[config.mk]
export PLATFORM = sky130hd
export DESIGN_NAME = traffic_sensor_ctrl
export DESIGN_NICKNAME = d
export VERILOG_FILES = /design/src/rtl/traffic_pkg.sv /design/src/rtl/sensor_debounce.sv /design/src/rtl/traffic_sensor_ctrl.sv
export SDC_FILE = /design/constraint.sdc
export NUM_CORES = 1
export LEC_CHECK = 0
export BUFFER_PORTS_ARGS = -buffer_cell sky130_fd_sc_hd__buf_2
export CAP_MARGIN = 10
export CELL_PAD_IN_SITES_DETAIL_PLACEMENT = 0
export CELL_PAD_IN_SITES_GLOBAL_PLACEMENT = 2
export CORE_MARGIN = 1
export CORE_UTILIZATION = 33
export DETAILED_ROUTE_END_ITERATION = 12
export PLACE_DENSITY_LB_ADDON = 0.1
export SKIP_CTS_REPAIR_TIMING = 1
export SKIP_LAST_GASP = 1
export SLEW_MARGIN = 10
export SYNTH_ARGS = -nofsm -noshare
export SYNTH_HDL_FRONTEND = slang
export SYNTH_SLANG_ARGS = --single-unit
[constraint.sdc]
create_clock -name clk -period 1.65 [get_ports clk]
set_input_delay 0.165 -clock clk [delete_from_list [all_inputs] [get_ports clk]]
set_output_delay 0.165 -clock clk [all_outputs]
set_load 0.005 [all_outputs]
[src/rtl/traffic_pkg.sv]
// Shared encodings for the traffic signal interface and the sensor request FSM.
package traffic_pkg;

  typedef enum logic [1:0] {
    LIGHT_RED     = 2'b00,
    LIGHT_GREEN   = 2'b01,
    LIGHT_YELLOW  = 2'b10,
    LIGHT_ILLEGAL = 2'b11
  } light_t;

  typedef enum logic [1:0] {
    ST_IDLE    = 2'b00,
    ST_REQUEST = 2'b01,
    ST_SERVED  = 2'b10,
    ST_FAULT   = 2'b11
  } state_t;

  // States in which the signal controller is being asked for service.
  function automatic logic sensor_active(input state_t s);
    return (s == ST_REQUEST) || (s == ST_FAULT);
  endfunction

endpackage

[src/rtl/sensor_debounce.sv]
// Loop detector front end: 2-flop synchronizer, level debouncer and a
// registered single-cycle pulse on each accepted 0->1 level change.
module sensor_debounce #(
  parameter int unsigned DEBOUNCE_CYCLES = 4
) (
  input  logic clk,
  input  logic rst,
  input  logic loop_raw,
  output logic arrival
);

  localparam int unsigned CNT_W = $clog2(DEBOUNCE_CYCLES);
  localparam logic [CNT_W-1:0] CNT_LAST = CNT_W'(DEBOUNCE_CYCLES - 1);

  logic             sync1;
  logic             sync2;
  logic             loop_db;
  logic [CNT_W-1:0] cnt;

  always_ff @(posedge clk or posedge rst) begin
    if (rst) begin
      sync1   <= 1'b0;
      sync2   <= 1'b0;
      loop_db <= 1'b0;
      cnt     <= '0;
      arrival <= 1'b0;
    end else begin
      sync1   <= loop_raw;
      sync2   <= sync1;
      arrival <= 1'b0;
      if (sync2 == loop_db) begin
        cnt <= '0;
      end else if (cnt == CNT_LAST) begin
        // This edge is the DEBOUNCE_CYCLES-th consecutive differing cycle.
        cnt     <= '0;
        loop_db <= sync2;
        arrival <= sync2;
      end else begin
        cnt <= cnt + 1'b1;
      end
    end
  end

endmodule

[src/rtl/traffic_sensor_ctrl.sv]
// Vehicle-loop service requester: debounced arrivals drive a request FSM
// with wait timeout, pending-service flag and a saturating arrival counter.
module traffic_sensor_ctrl
  import traffic_pkg::*;
#(
  parameter int unsigned DEBOUNCE_CYCLES = 4,
  parameter int unsigned MAX_WAIT        = 64,
  parameter int unsigned COUNT_W         = 8
) (
  input  logic               clk,
  input  logic               rst,
  input  logic               loop_raw,
  input  logic [1:0]         light,
  output logic               sensor,
  output logic [COUNT_W-1:0] car_count,
  output logic               fault
);

  localparam int unsigned WAIT_W = $clog2(MAX_WAIT);
  localparam logic [WAIT_W-1:0] WAIT_LAST = WAIT_W'(MAX_WAIT - 1);

  logic              arrival;
  state_t            state;
  state_t            state_nxt;
  logic              pending;
  logic              pending_nxt;
  logic [WAIT_W-1:0] wait_cnt;

  sensor_debounce #(
    .DEBOUNCE_CYCLES(DEBOUNCE_CYCLES)
  ) u_debounce (
    .clk     (clk),
    .rst     (rst),
    .loop_raw(loop_raw),
    .arrival (arrival)
  );

  always_comb begin
    state_nxt   = state;
    pending_nxt = pending;
    case (state)
      ST_IDLE: begin
        if (arrival) state_nxt = ST_REQUEST;
      end
      ST_REQUEST: begin
        if (light == LIGHT_GREEN)      state_nxt = ST_SERVED;
        else if (wait_cnt == WAIT_LAST) state_nxt = ST_FAULT;
      end
      ST_SERVED: begin
        if (arrival) pending_nxt = 1'b1;
        if (light != LIGHT_GREEN)
          state_nxt = (pending || arrival) ? ST_REQUEST : ST_IDLE;
      end
      ST_FAULT: begin
        if (light == LIGHT_GREEN) state_nxt = ST_SERVED;
      end
      default: state_nxt = ST_IDLE;
    endcase
    if (light == LIGHT_ILLEGAL) state_nxt = ST_FAULT;
    // Pending only survives while SERVED is held.
    if (state_nxt != ST_SERVED) pending_nxt = 1'b0;
  end

  always_ff @(posedge clk or posedge rst) begin
    if (rst) begin
      state    <= ST_IDLE;
      pending  <= 1'b0;
      wait_cnt <= '0;
      sensor   <= 1'b0;
      fault    <= 1'b0;
    end else begin
      state   <= state_nxt;
      pending <= pending_nxt;
      sensor  <= sensor_active(state_nxt);
      fault   <= (state_nxt == ST_FAULT);
      if (state_nxt == ST_REQUEST)
        wait_cnt <= (state == ST_REQUEST) ? wait_cnt + 1'b1 : '0;
    end
  end

  always_ff @(posedge clk or posedge rst) begin
    if (rst) begin
      car_count <= '0;
    end else if (arrival && (car_count != '1)) begin
      car_count <= car_count + 1'b1;
    end
  end

endmodule

==> run metrics, run 1 <==
clock latency on the worst-skew pair 320 ps; achievable frequency 618 MHz; WP data required 1860 ps; Port Buffers 14; DP Area 1370 sq um; vias per cell 4.79; ranking of synthesized cells by area dfrtp_1 (52%), a211oi_1 (3.3%), ha_1 (3.3%); Pre-antenna DRT Iters 4; pre-CTS setup slack 63.2 ps; HP Class input port to flop; Nets 143; Post-synth ARST share 100%; # setup viols final 0; Synth cell types 35; gpl congestion 0.758; worst vdd ir 0.000375 V; combinational power share 23.1%; final core occ 43.1%; Synthesis Warnings 0; Clk pwr share 27.6%; CTS tree done; synthesized area per cell 11.2 sq um; post-synthesis sequential area ratio 52.1%; commonest non-fill, non-tap cell in the layout dfrtp_1; DRT iter0 DRCs 36; GRT Total Usage 13.3%; placed cells 174; first-pass GRT wire length 3550 um; fin area 1440 sq um; initial core utilization 34.5%; diodes inserted 0; initial antenna violation count 0; Max-slew headroom 77.9%; area of the core 3340 sq um; Site Rows 21; die footprint 3730 sq um; area delta synth->final 24.9%; routed vias 863; cell count after synthesis 103; post-route ant nets 0; Final period util 98.1%; CTS max path bufs 2; Syn Nets 111; final std cells w/o fill 180; DPL Wire Length 1620 um; Yosys reg bits 24; Worst EP arrival 1830 ps; Yosys top cell by area dfrtp_1; die width 61.1 um; RSZ-0062 raised after global routing true; crit path max fanout 6; WS Path Type flop to flop; Clock Sinks 24; final hold violations 0; grt total ovfl 0; CP startpoint kind flop; Die Height 61.1 um; CTS clk-pin slew, worst paths 130 ps; crit end category flop; status completed; synthesized cell area 1150 sq um; Worst Clk Skew 11.3 ps; CTS root buffer clkbuf_4; layout cell share with drive strength beyond 1 29.9%; commonest non-fill, non-tap cells in the layout dfrtp_1 (24), buf_2 (14), buf_4 (12), inv_1 (9); IO Pins 15; PD cells 1080 nW/um^2; top cell type's share of synthesized area 52.1%; CTS buffer count 3; Switching Fraction 28.0%; EDFF count, synth 0; H-tree depth 1; multi-input combinational cell area 510 sq um; Internal Pwr Total 1120 uW; Setup TNS 0 ps; crit path setup slack, layout 31.9 ps; sequential fraction of design power 49.4%; DRC viols 0; WL final 2170 um; Avg WL per Cell 12.1 um; Final Max Slew Viols 0; Tmin final 1620 ps; leakage power 0.000699 uW; vias in the first global route 786; Storage cell area 601 sq um; largest net degree at the start of global routing 25; Worst-Margin Slew 332 ps; fill count 336; Psw 435 uW; Max-Cap Viols 0; Synth Flop Type dfrtp_1
==> power groups by stage <==
stage,logic [uW],registers (uW),clock network [uW]
3_5_place_dp,359,777,0
5_1_grt,408,779,470
6_report,358,767,428
3_3_place_gp,355,773,0
2_1_floorplan,204,777,0
4_1_cts,360,764,448
==> kinds of logic (layout without fill, tap and decap cells) <==
logic type      Yosys count  count (layout)  synth area share, %
compound gates           24              24                 17.4
xor+xnor                  6               6                 4.56
fa+ha+maj                 3               3                 3.26
buf+inv                  11              42                 3.58
flops                    24              24                 52.1
mux                       3               3                 3.91
simple gates             32              32                 15.2
==> metal layers <==
layer  GRT usage (%)  share of wire, %  wire length [um]
met5               0                 0                 0
met4            6.82              0.92                20
met3            1.89               2.1                46
met2            22.0                47              1010
met1            16.9                50              1100
==> registers in the layout, indices dropped and copies added, names as in the netlist <==
register	cells
car_count	8
wait_cnt	6
state	2
u_debounce.cnt	2
fault	1
pending	1
u_debounce.arrival	1
u_debounce.loop_db	1
u_debounce.sync1	1
u_debounce.sync2	1
==> through the flow <==
stage | total power, uW | hold WS, ps
2_1_floorplan | 981 | 180
3_3_place_gp | 1130 | 225
3_5_place_dp | 1140 | 228
4_1_cts | 1570 | -147
5_1_grt | 1660 | 280
6_report | 1550 | 297
==> path summary, 6_finish.rpt <==
check | startpoint | to | slack, ps | cells after the start
min | light[0] | state[0] | 300 | 4
min in group asynchronous | rst | u_debounce.sync2 | 420 | 4
max reg2reg | state[1] | wait_cnt[4] | 30 | 5
max | state[1] | wait_cnt[4] | 30 | 5
min reg2reg | u_debounce.sync1 | u_debounce.sync2 | 370 | 0
max in group asynchronous | rst | fault | 980 | 4
==> layout make-up <==
type / instances / area share (%)
sequential: 24 / 41.7
multi-input combinational: 68 / 35.5
timing repair buffer: 28 / 12.5
tap: 46 / 4.00
inverter: 10 / 2.61
clock inverter: 1 / 2.09
clock buffer: 3 / 1.57
==> cell usage after synthesis, types with 2 or more instances <==
cell type  count
xnor2_1        3
and3_1         4
ha_1           3
a21oi_1        4
a211oi_1       5
nor2b_1        2
nand4_1        4
nand3_1        2
or3_1          2
nand2_1        6
xor2_1         3
dfrtp_1       24
a31oi_1        3
o21ai_0        2
inv_1          9
nor2_1         6
o22ai_2        3
==> worst max-delay path: stages, from the launching register on <==
cell,delay (ps)
dfrtp_1,450
a21oi_1,290
o31ai_4,160
buf_4,170
a21o_1,170
a211o_1,280
(Power assumes the default switching activity.)
==> run 2, diff against run 1 <==
- CORE_UTILIZATION: 33 -> 36
- PLACE_DENSITY: unset -> 0.86
- PLACE_DENSITY_LB_ADDON: 0.1 -> unset
- RECOVER_POWER: unset -> 100
- clock period: 1.65 -> 1.8 ns (I/O delays scaled with it)
==> run 2 against run 1 <==
  * Sequential share of layout area rose by 1.2 points
  * Sequential power is 8.0% lower
  * Die area decreased by 8.1%
  * Cell count down 3.3%
  * Combinational power is 6.7% lower
  * Routed wire length shrank 2.4%
  * Largest cell class unchanged
==> run metrics, run 2 (synthesis results as in run 1) <==
status completed (unchanged); Crit Reg-Reg Endpoint wait_cnt[0] (was wait_cnt[4]); Clock Sinks 24 (unchanged); RR Startpoint wait_cnt[1] (was state[1]); routed vias 857 (was 863); initial core utilization 37.7% (was 34.5%); Tmin final 1750 ps (was 1620 ps); Final period util 97.2% (was 98.1%); CTS tree done (unchanged); Worst EP arrival 1980 ps (was 1830 ps); crit path to wait_cnt[0] (was wait_cnt[4]); Clk pwr share 20.7% (was 27.6%); Die Height 58.6 um (was 61.1 um); Final Max Slew Viols 0 (unchanged); multi-input combinational cell area 527 sq um (was 510 sq um); crit end category flop (unchanged); grt total ovfl 0 (unchanged); PnR Total Power 1310 uW (was 1550 uW); worst vdd ir 0.000378 V (was 0.000375 V); WL final 2120 um (was 2170 um); Pre-antenna DRT Iters 4 (unchanged); Largest Register car_count (unchanged); WP data required 2030 ps (was 1860 ps); Nets 139 (was 143); DRT iter0 DRCs 63 (was 36); Worst setup startpoint wait_cnt[1] (was state[1]); max reg flops 8 (unchanged); IO Pins 15 (unchanged); clock latency on the worst-skew pair 300 ps (was 320 ps); HP Class flop to flop (was input port to flop); Max-Cap Viols 0 (unchanged); Switching Fraction 29.5% (was 28.0%); DR top layer met4 (unchanged); largest registers car_count: 8 flops, wait_cnt: 6 flops (unchanged); Worst-Margin Slew 587 ps (was 332 ps); post-route ant nets 0 (unchanged); GRT Total Usage 14.3% (was 13.3%); CP startpoint kind flop (unchanged); combinational power share 25.5% (was 23.1%); Max-slew headroom 60.9% (was 77.9%); Worst Clk Skew 2.00 ps (was 11.3 ps); CTS max path bufs 2 (unchanged); commonest non-fill, non-tap cell in the layout dfrtp_1 (unchanged); Reg2Reg Setup Slack 50 ps (was 30 ps); DR WL met2 1060 um (was 1010 um); PD cells 938 nW/um^2 (was 1080 nW/um^2); met1 wire length 955 um (was 1100 um); CP max stage delay 480 ps (was 450 ps); leakage power 0.000654 uW (was 0.000699 uW); Port Buffers 14 (unchanged); vias in the first global route 831 (was 786); critical path, cell by cell ha_4, nand4_1, o31ai_4, buf_4, or4_4, mux2i_4 (was a21oi_1, o31ai_4, buf_4, a21o_1, a211o_1); DRC viols 0 (unchanged); initial antenna violation count 0 (unchanged); gpl congestion 0.759 (was 0.758); vias per cell 4.93 (was 4.79); DPL Wire Length 1520 um (was 1620 um); first-pass GRT wire length 3640 um (was 3550 um); # setup viols final 0 (unchanged); CP max stage cell or4_4 (was dfrtp_1); achievable frequency 572 MHz (was 618 MHz); RSZ-0062 raised after global routing true (unchanged); sequential fraction of design power 53.8% (was 49.4%); area delta synth->final 21.4% (was 24.9%); Internal Pwr Total 924 uW (was 1120 uW); Avg WL per Cell 12.2 um (was 12.1 um); final hold violations 0 (unchanged); final core occ 45.8% (was 43.1%); largest net degree at the start of global routing 25 (unchanged); Reg2Reg Depth 6 (was 5); diodes inserted 0 (unchanged); commonest non-fill, non-tap cells in the layout dfrtp_1 (24), buf_2 (10), inv_1 (9), buf_4 (7) (was dfrtp_1 (24), buf_2 (14), buf_4 (12), inv_1 (9)); wire length on met3 68 um (was 46 um); fill count 310 (was 336); CTS root buffer clkbuf_4 (unchanged); area of the core 3050 sq um (was 3340 sq um); crit path max fanout 6 (unchanged); layout cell share with drive strength beyond 1 26.2% (was 29.9%); die footprint 3430 sq um (was 3730 sq um); Storage cell area 601 sq um (unchanged); WS Path Type flop to flop (unchanged); CTS clk-pin slew, worst paths 120 ps (was 130 ps); Psw 387 uW (was 435 uW); H-tree depth 1 (unchanged); Site Rows 20 (was 21); worst hold start u_debounce.sync1 (was light[0]); die width 58.6 um (was 61.1 um); CTS buffer count 3 (unchanged)
run 2: per-layer routing:
| metal | vias to the layer above | track usage (%) |
|---|---|---|
| li1 | 425 | - |
| met1 | 413 | 18.6 |
| met2 | 15 | 22.3 |
| met3 | 4 | 2.42 |
| met4 | 0 | 8.50 |
| met5 | - | 0 |
run 2: area by class of cell:
| type | count | share of cell area [%] |
|---|---|---|
| flip-flops and latches | 24 | 42.9 |
| inverters | 10 | 2.68 |
| multi-input cells | 68 | 37.7 |
| clock buffers | 4 | 2.59 |
| well taps | 44 | 3.94 |
| repair buffers | 24 | 10.2 |
run 2: worst min path at each step:
stage	to	slack (ps)	depth (start not counted)
floorplan	car_count[0]	190	1
global placement	u_debounce.sync1	240	3
detailed placement	car_count[5]	240	3
CTS	car_count[5]	-110	3
global route	u_debounce.sync2	370	0
finish	u_debounce.sync2	360	0
run 2: power by group through the flow:
stage               sequential (uW)  clock (uW)  combinational [uW]
floorplan                       713           0                 187
global placement                707           0                 301
detailed placement              709           0                 307
CTS                             699         290                 308
global route                    720         313                 380
finish                          706         272                 334
run 2: per-stage QoR:
stage                     cell area [sq um]  worst slack, ps  hold slack (ps)  TNS, ps  instances
after floorplan                        1150              166              195        0        103
after global placement                 1300              106              236        0        163
after detailed placement               1300             95.5              242        0        163
after CTS                              1330             81.8             -115        0        167
after global routing                   1400            -25.6              375    -46.3        174
final                                  1400             50.8              362        0        174
run 2: worst max-delay path: cells and delay by family, from the launching register on:
kind / cells / cell delay, ps
flops: 1 / 440
mux: 1 / 160
fa+ha+maj: 1 / 190
compound gates: 1 / 130
buf+inv: 1 / 160
simple gates: 2 / 610
